File: src/rtl/timer_pkg.sv
// Shared definitions for the timer APB requester: FSM encoding, bus widths and
// the timer register map.
package timer_pkg;

  localparam int unsigned APB_ADDR_W = 12;
  localparam int unsigned APB_DATA_W = 32;
  localparam int unsigned APB_STRB_W = APB_DATA_W / 8;

  typedef enum logic [1:0] {
    ST_IDLE   = 2'd0,
    ST_SETUP  = 2'd1,
    ST_ACCESS = 2'd2
  } state_e;

  localparam logic [APB_ADDR_W-1:0] TIM_TCR  = 12'h000;
  localparam logic [APB_ADDR_W-1:0] TIM_TLR  = 12'h004;
  localparam logic [APB_ADDR_W-1:0] TIM_TCNT = 12'h008;
  localparam logic [APB_ADDR_W-1:0] TIM_TCMP = 12'h00C;
  localparam logic [APB_ADDR_W-1:0] TIM_TSR  = 12'h010;
  localparam logic [APB_ADDR_W-1:0] TIM_TIER = 12'h014;
  localparam logic [APB_ADDR_W-1:0] TIM_TPRE = 12'h018;
  localparam logic [APB_ADDR_W-1:0] TIM_TCAP = 12'h01C;

  localparam logic [APB_DATA_W-1:0] TCR_RST_VAL = 32'h0000_0000;

  // Word-aligned check on the two low address bits.
  function automatic logic is_word_aligned(input logic [1:0] lsb);
    return lsb == 2'b00;
  endfunction

endpackage

File: src/rtl/timer_apb_master_if.sv
// Request/response port plus APB4 bus of the timer requester; master is the
// requester's own view, slave is the view of whoever sits around it.
interface timer_apb_master_if #(
  parameter int unsigned ADDR_W = 12,
  parameter int unsigned DATA_W = 32
);
  localparam int unsigned STRB_W = DATA_W / 8;

  logic              req_valid;
  logic              req_ready;
  logic              req_write;
  logic [ADDR_W-1:0] req_addr;
  logic [DATA_W-1:0] req_wdata;
  logic [STRB_W-1:0] req_strb;

  logic              rsp_valid;
  logic [DATA_W-1:0] rsp_rdata;
  logic              rsp_err;
  logic              rsp_timeout;

  logic              tim_psel;
  logic              tim_penable;
  logic              tim_pwrite;
  logic [ADDR_W-1:0] tim_paddr;
  logic [DATA_W-1:0] tim_pwdata;
  logic [STRB_W-1:0] tim_pstrb;
  logic [DATA_W-1:0] tim_prdata;
  logic              tim_pready;
  logic              tim_pslverr;

  modport master (
    input  req_valid, req_write, req_addr, req_wdata, req_strb,
    output req_ready,
    output rsp_valid, rsp_rdata, rsp_err, rsp_timeout,
    output tim_psel, tim_penable, tim_pwrite, tim_paddr, tim_pwdata, tim_pstrb,
    input  tim_prdata, tim_pready, tim_pslverr
  );

  modport slave (
    output req_valid, req_write, req_addr, req_wdata, req_strb,
    input  req_ready,
    input  rsp_valid, rsp_rdata, rsp_err, rsp_timeout,
    input  tim_psel, tim_penable, tim_pwrite, tim_paddr, tim_pwdata, tim_pstrb,
    output tim_prdata, tim_pready, tim_pslverr
  );

endinterface

File: src/rtl/timer_apb_master.sv
// Single-outstanding APB4 requester for timer_top: valid/ready request in,
// one-cycle response pulse out, with a bus-hang timeout on the ACCESS phase.
module timer_apb_master
  import timer_pkg::*;
#(
  parameter int unsigned ADDR_W  = APB_ADDR_W,
  parameter int unsigned DATA_W  = APB_DATA_W,
  parameter int unsigned TIMEOUT = 16
) (
  input logic                sys_clk,
  input logic                sys_rst_n,
  timer_apb_master_if.master bus
);

  localparam int unsigned STRB_W = DATA_W / 8;
  localparam int unsigned CNT_W  = 8;
  localparam logic [CNT_W:0] TO_LIM = 9'(TIMEOUT);
  localparam bit             TO_EN  = (TIMEOUT != 0);

  typedef struct packed {
    logic              write;
    logic [ADDR_W-1:0] addr;
    logic [DATA_W-1:0] wdata;
    logic [STRB_W-1:0] strb;
  } apb_cmd_t;

  state_e            state_q, state_d;
  apb_cmd_t          cmd_q, cmd_d;
  logic [CNT_W-1:0]  cnt_q, cnt_d;
  logic [CNT_W:0]    cnt_inc;
  logic              req_ready_q, req_ready_d;
  logic              psel_q, psel_d;
  logic              penable_q, penable_d;
  logic              rsp_valid_q, rsp_valid_d;
  logic [DATA_W-1:0] rsp_rdata_q, rsp_rdata_d;
  logic              rsp_err_q, rsp_err_d;
  logic              rsp_timeout_q, rsp_timeout_d;
  logic              accept;

  assign accept  = bus.req_valid && req_ready_q;
  assign cnt_inc = {1'b0, cnt_q} + 9'd1;

  // Next-state, command capture, timeout counting and response formation.
  always_comb begin
    state_d       = state_q;
    cmd_d         = cmd_q;
    cnt_d         = cnt_q;
    rsp_valid_d   = 1'b0;
    rsp_rdata_d   = rsp_rdata_q;
    rsp_err_d     = rsp_err_q;
    rsp_timeout_d = rsp_timeout_q;

    unique case (state_q)
      ST_IDLE: begin
        if (accept) begin
          if (is_word_aligned(bus.req_addr[1:0])) begin
            cmd_d.write = bus.req_write;
            cmd_d.addr  = bus.req_addr;
            cmd_d.wdata = bus.req_wdata;
            cmd_d.strb  = bus.req_write ? bus.req_strb : '0;
            cnt_d       = '0;
            state_d     = ST_SETUP;
          end else begin
            // Misaligned: answer with an error without touching the bus.
            rsp_valid_d   = 1'b1;
            rsp_rdata_d   = '0;
            rsp_err_d     = 1'b1;
            rsp_timeout_d = 1'b0;
          end
        end
      end

      ST_SETUP: state_d = ST_ACCESS;

      ST_ACCESS: begin
        if (bus.tim_pready) begin
          state_d       = ST_IDLE;
          rsp_valid_d   = 1'b1;
          rsp_err_d     = bus.tim_pslverr;
          rsp_timeout_d = 1'b0;
          rsp_rdata_d   = (!cmd_q.write && !bus.tim_pslverr) ? bus.tim_prdata : '0;
        end else if (TO_EN && (cnt_inc == TO_LIM)) begin
          state_d       = ST_IDLE;
          rsp_valid_d   = 1'b1;
          rsp_err_d     = 1'b1;
          rsp_timeout_d = 1'b1;
          rsp_rdata_d   = '0;
        end else begin
          cnt_d = cnt_inc[CNT_W-1:0];
        end
      end

      default: state_d = ST_IDLE;
    endcase

    req_ready_d = (state_d == ST_IDLE);
    psel_d      = (state_d != ST_IDLE);
    penable_d   = (state_d == ST_ACCESS);
  end

  always_ff @(posedge sys_clk) begin
    if (!sys_rst_n) begin
      state_q       <= ST_IDLE;
      cmd_q         <= '0;
      cnt_q         <= '0;
      req_ready_q   <= 1'b1;
      psel_q        <= 1'b0;
      penable_q     <= 1'b0;
      rsp_valid_q   <= 1'b0;
      rsp_rdata_q   <= '0;
      rsp_err_q     <= 1'b0;
      rsp_timeout_q <= 1'b0;
    end else begin
      state_q       <= state_d;
      cmd_q         <= cmd_d;
      cnt_q         <= cnt_d;
      req_ready_q   <= req_ready_d;
      psel_q        <= psel_d;
      penable_q     <= penable_d;
      rsp_valid_q   <= rsp_valid_d;
      rsp_rdata_q   <= rsp_rdata_d;
      rsp_err_q     <= rsp_err_d;
      rsp_timeout_q <= rsp_timeout_d;
    end
  end

  assign bus.req_ready   = req_ready_q;
  assign bus.rsp_valid   = rsp_valid_q;
  assign bus.rsp_rdata   = rsp_rdata_q;
  assign bus.rsp_err     = rsp_err_q;
  assign bus.rsp_timeout = rsp_timeout_q;
  assign bus.tim_psel    = psel_q;
  assign bus.tim_penable = penable_q;
  assign bus.tim_pwrite  = cmd_q.write;
  assign bus.tim_paddr   = cmd_q.addr;
  assign bus.tim_pwdata  = cmd_q.wdata;
  assign bus.tim_pstrb   = cmd_q.strb;

endmodule

File: src/flat_wrapper.sv
// flat-port wrapper written by rule: the top's interface ports become plain ports
module timer_apb_master_flat import timer_pkg::*;
#(
  parameter int unsigned ADDR_W  = APB_ADDR_W,
  parameter int unsigned DATA_W  = APB_DATA_W,
  parameter int unsigned TIMEOUT = 16
)
  (sys_clk, sys_rst_n, bus_req_valid, bus_req_write, bus_req_addr, bus_req_wdata, bus_req_strb, bus_req_ready, bus_rsp_valid, bus_rsp_rdata, bus_rsp_err, bus_rsp_timeout, bus_tim_psel, bus_tim_penable, bus_tim_pwrite, bus_tim_paddr, bus_tim_pwdata, bus_tim_pstrb, bus_tim_prdata, bus_tim_pready, bus_tim_pslverr);
  timer_apb_master_if #(.ADDR_W(ADDR_W), .DATA_W(DATA_W)) bus_i ();
  input logic sys_clk;
  input logic sys_rst_n;
  input wire logic [$bits(bus_i.req_valid)-1:0] bus_req_valid;
  input wire logic [$bits(bus_i.req_write)-1:0] bus_req_write;
  input wire logic [$bits(bus_i.req_addr)-1:0] bus_req_addr;
  input wire logic [$bits(bus_i.req_wdata)-1:0] bus_req_wdata;
  input wire logic [$bits(bus_i.req_strb)-1:0] bus_req_strb;
  output wire logic [$bits(bus_i.req_ready)-1:0] bus_req_ready;
  output wire logic [$bits(bus_i.rsp_valid)-1:0] bus_rsp_valid;
  output wire logic [$bits(bus_i.rsp_rdata)-1:0] bus_rsp_rdata;
  output wire logic [$bits(bus_i.rsp_err)-1:0] bus_rsp_err;
  output wire logic [$bits(bus_i.rsp_timeout)-1:0] bus_rsp_timeout;
  output wire logic [$bits(bus_i.tim_psel)-1:0] bus_tim_psel;
  output wire logic [$bits(bus_i.tim_penable)-1:0] bus_tim_penable;
  output wire logic [$bits(bus_i.tim_pwrite)-1:0] bus_tim_pwrite;
  output wire logic [$bits(bus_i.tim_paddr)-1:0] bus_tim_paddr;
  output wire logic [$bits(bus_i.tim_pwdata)-1:0] bus_tim_pwdata;
  output wire logic [$bits(bus_i.tim_pstrb)-1:0] bus_tim_pstrb;
  input wire logic [$bits(bus_i.tim_prdata)-1:0] bus_tim_prdata;
  input wire logic [$bits(bus_i.tim_pready)-1:0] bus_tim_pready;
  input wire logic [$bits(bus_i.tim_pslverr)-1:0] bus_tim_pslverr;
  assign bus_i.req_valid = bus_req_valid;
  assign bus_i.req_write = bus_req_write;
  assign bus_i.req_addr = bus_req_addr;
  assign bus_i.req_wdata = bus_req_wdata;
  assign bus_i.req_strb = bus_req_strb;
  assign bus_req_ready = bus_i.req_ready;
  assign bus_rsp_valid = bus_i.rsp_valid;
  assign bus_rsp_rdata = bus_i.rsp_rdata;
  assign bus_rsp_err = bus_i.rsp_err;
  assign bus_rsp_timeout = bus_i.rsp_timeout;
  assign bus_tim_psel = bus_i.tim_psel;
  assign bus_tim_penable = bus_i.tim_penable;
  assign bus_tim_pwrite = bus_i.tim_pwrite;
  assign bus_tim_paddr = bus_i.tim_paddr;
  assign bus_tim_pwdata = bus_i.tim_pwdata;
  assign bus_tim_pstrb = bus_i.tim_pstrb;
  assign bus_i.tim_prdata = bus_tim_prdata;
  assign bus_i.tim_pready = bus_tim_pready;
  assign bus_i.tim_pslverr = bus_tim_pslverr;
  timer_apb_master #(.ADDR_W(ADDR_W), .DATA_W(DATA_W), .TIMEOUT(TIMEOUT)) u_core (.sys_clk(sys_clk), .sys_rst_n(sys_rst_n), .bus(bus_i));
endmodule
File: config.mk
export PLATFORM = sky130hd
export DESIGN_NAME = timer_apb_master_flat
export DESIGN_NICKNAME = d
export VERILOG_FILES = /design/src/rtl/timer_pkg.sv /design/src/rtl/timer_apb_master_if.sv /design/src/rtl/timer_apb_master.sv /design/src/flat_wrapper.sv
export SDC_FILE = /design/constraint.sdc
export NUM_CORES = 1
export LEC_CHECK = 0
export ABC_AREA = 1
export CORE_MARGIN = 4
export CORE_UTILIZATION = 30
export CTS_CLUSTER_DIAMETER = 60
export CTS_CLUSTER_SIZE = 24
export DETAILED_ROUTE_END_ITERATION = 6
export HOLD_SLACK_MARGIN = 0.06
export PLACE_DENSITY = 0.72
export SYNTH_ARGS = -nofsm -noshare
export SYNTH_HDL_FRONTEND = slang
export SYNTH_SLANG_ARGS = --single-unit
File: constraint.sdc
create_clock -name sys_clk -period 1.8 [get_ports sys_clk]
set_clock_uncertainty 0.05 [all_clocks]
set_input_delay 0.36 -clock sys_clk [delete_from_list [all_inputs] [get_ports sys_clk]]
set_output_delay 0.36 -clock sys_clk [all_outputs]
set_load 0.03 [all_outputs]
==> results.toml <==
[status]
status = "finished with violations"
failed_checks = "negative setup slack"

[worst_setup_path]
worst_ep_arrival_time_ns = 2.01
reg2reg_to = "u_core.cnt_q[4]"
reg2reg_from = "u_core.cnt_q[0]"
crit_family = "simple AND/OR/NAND/NOR gates"
slowest_delay_ns = 0.36
worstPathMaxFanout = 8
ff2ff_setup_slack_ns = -0.03
cp-start-kind = "flip-flop"
r2r_cells = 9
worstPathRequired_ns = 1.99
path_class = "reg -> reg"
slowest_stage = "dfxtp_4"
cp_cell_sequence = "ha_4 > nand3_4 > o21ai_2 > nand2_2 > nor2_4 > nand4_4 > clkbuf_16 > a21oi_1 > nor2_1"
endpoint_kind = "flip-flop"
critical_path_buf_inv_count = 1

[sta]
hold_viol_final = 0
fin_setup_tns_ns = -0.188
worst_slack_ns = -0.0270
min_period_ns = 1.83
fmax_mhz = 547
setup_viol = 19
post-route-period-util = 1.02
maxSlewHeadroom = 0.650
rsz0062_at_grt = "yes"
maxSlewViolCount = 0
worstMarginPinSlew_ns = 0.524

[pwr]
vdd_drop_max_uv = 436
p_total_uw = 5150
powerDensity_nw_per_um2 = 792
leakage_uw = 0.00339

[synth]
syn-cell-area_um2 = 3690
ys_warn_count = 0
seq_area_frac_synth = 0.526
yosys.cell_types.count = 18
synth_area_leader_cell = "dfxtp_1"
synth_area_per_cell_um2 = 7.48
synth_top_cell_area_share = 0.526
synth_fp_nets = 580
synthCells = 493
netlist_top_cells_area = "dfxtp_1, nand2_1, a21oi_1"
ys_seq_elements = 97

[final_layout]
fillers = 1118
nets = 755
drive_gt1_frac = 0.147
fin_area_um2 = 6500
diodes = 0
final_cells = 819
areaGrowthSynthToFinish_pct = 76.2

[global_routing]
grt_pass1_vias = 3891
grt_pass1_wl_um = 18800
antenna_found_initial = 0
grt_usage = 0.162
grt_max_degree = 52
grt_overflow = 0

[place]
placed_cell_area_um2 = 5680
io_buffers = 172
gp_congestion = 0.785
dp_hpwl_um = 8240
placed_cells = 797

[cts]
numCtsBuffers = 9
cts_buffer_depth = 2
cts_tree = "built"
hold_buffers = 0
h-tree-depth = 3
clk_pin_slew_worst_paths_ns = 0.06
clock_latency_ns = 0.34
cts_root_buffer = "clkbuf_16"
cts.sinks = 97

[routing]
drt_iter0_markers = 207
vias = 3955
wl_um = 12500
routedWlPerCell_um = 15.3
via_per_inst = 4.83
drc = 0
ant_nets = 0
dr.pass1.iters = 4

[die]
rows = 40
die_h_um = 119
die_w_um = 119
core_um2 = 12000
die_area_um2 = 14100
start_util = 0.307
io_pins = 173

[job]
maxCapViolations = 0

[min_path]
hp-start = "u_core.bus.tim_pstrb[0]"
hold_end = "u_core.bus.tim_pstrb[0]"
hold_path_depth = 2
min_path_type = "reg -> reg"
-- report_power, final --
part           internal (uW)  switching (uW)
sequential              2200            44.0
clock                   1430             807
combinational            330             334
-- synthesized netlist by cell type, drive strengths merged --
library cell and n:
nand2 156, dfxtp 97, a21oi 89, nand3 55
nor2 26, inv 22, clkbuf 17, buf 16
o21ai 7, nand4 4, nor3 3, ha 1
-- worst max path at each step --
stage,from,end,slack [ns],cells past startpoint
finish,u_core.cnt_q[0],u_core.cnt_q[4],-0.03,9
global placement,bus_req_addr[1],u_core.bus.tim_psel,-0.01,7
global route,u_core.cnt_q[2],u_core.cnt_q[0],-0.13,10
CTS,u_core.bus.rsp_rdata[14],bus_rsp_rdata[14],0.0003,1
floorplan,u_core.cnt_q[0],u_core.cnt_q[2],0.19,9
detailed placement,bus_req_addr[0],u_core.bus.tim_pwdata[27],-0.07,6
-- layout by cell type (no fill, tap or decap), types with 12 or more instances in the layout --
cell             instances
a21oi_1                 74
inv_1                   20
dlygate4sd2_1           19
nand3_1                 38
dfxtp_1                 91
buf_4                   12
dlymetal6s2s_1          57
nand2_1                151
nor2_1                  18
a21oi_2                 15
clkdlybuf4s50_1         96
nand3_2                 15
clkbuf_16               12
-- tightest hold or removal path: cells and delay by family (launching register included) --
family,cells,cell delay [ns]
AND/OR/NAND/NOR,1,0.06
AO/OA/AOI/OAI,1,0.05
flip-flops,1,0.30
-- layer usage --
layer  wire length, um  vias up  GRT usage
li1                  -     1956          -
met1              5020     1846      0.188
met5                 0        -          0
met2              6230      137      0.264
met4               200        0     0.0579
met3              1040       16     0.0722
-- layout make-up --
class,instances,area [um2],share of cell area
repair buffers,197,2180,0.336
flip-flops and latches,97,1950,0.301
multi-input cells,341,1750,0.269
clock buffers,11,253,0.0389
well taps,147,184,0.0283
clock inverters,4,98.8,0.0152
inverters,22,82.6,0.0127
-- registers in the layout (all words and copies together), names as in the netlist --
| name | count |
|---|---|
| u_core.bus.rsp_valid | 1 |
| u_core.bus.tim_pwrite | 1 |
| u_core.bus.rsp_timeout | 1 |
| u_core.bus.tim_paddr | 12 |
| u_core.cnt_q | 8 |
| u_core.state_q | 2 |
| u_core.bus.tim_pwdata | 32 |
| u_core.bus.rsp_rdata | 32 |
| u_core.bus.rsp_err | 1 |
| u_core.bus.req_ready | 1 |
| u_core.bus.tim_pstrb | 4 |
| u_core.bus.tim_penable | 1 |
| u_core.bus.tim_psel | 1 |
-- what timing repair did --
| item | CTS | global route |
|---|---|---|
| setup endpoints to repair | 21 | 102 |
| endpoints found under the hold margin | 0 | 0 |
| pin swaps | 0 | 11 |
| buffers inserted | 0 | 4 |
| gates resized for setup | 20 | 118 |
| cloned | 0 | 3 |
-- metrics by stage --
| stage | util | hold WS, ns | worst slack [ns] |
|---|---|---|---|
| global placement | 0.473 | 0.400 | -0.0150 |
| CTS | 0.501 | 0.414 | 0.000264 |
| finish | 0.541 | 0.408 | -0.0270 |
| floorplan | - | 0.424 | 0.191 |
| detailed placement | 0.473 | 0.401 | -0.0718 |
| global route | 0.541 | 0.432 | -0.129 |
-- logic make-up after synthesis --
| logic type | Yosys count | share of synthesized area |
|---|---|---|
| and+or+nand+nor | 244 | 0.279 |
| DFF | 97 | 0.526 |
| AOI/OAI and AO/OA | 96 | 0.130 |
| buffers and inverters | 55 | 0.0614 |
| adders and majority gates | 1 | 0.00339 |
Power figures use the tool's default switching activity.
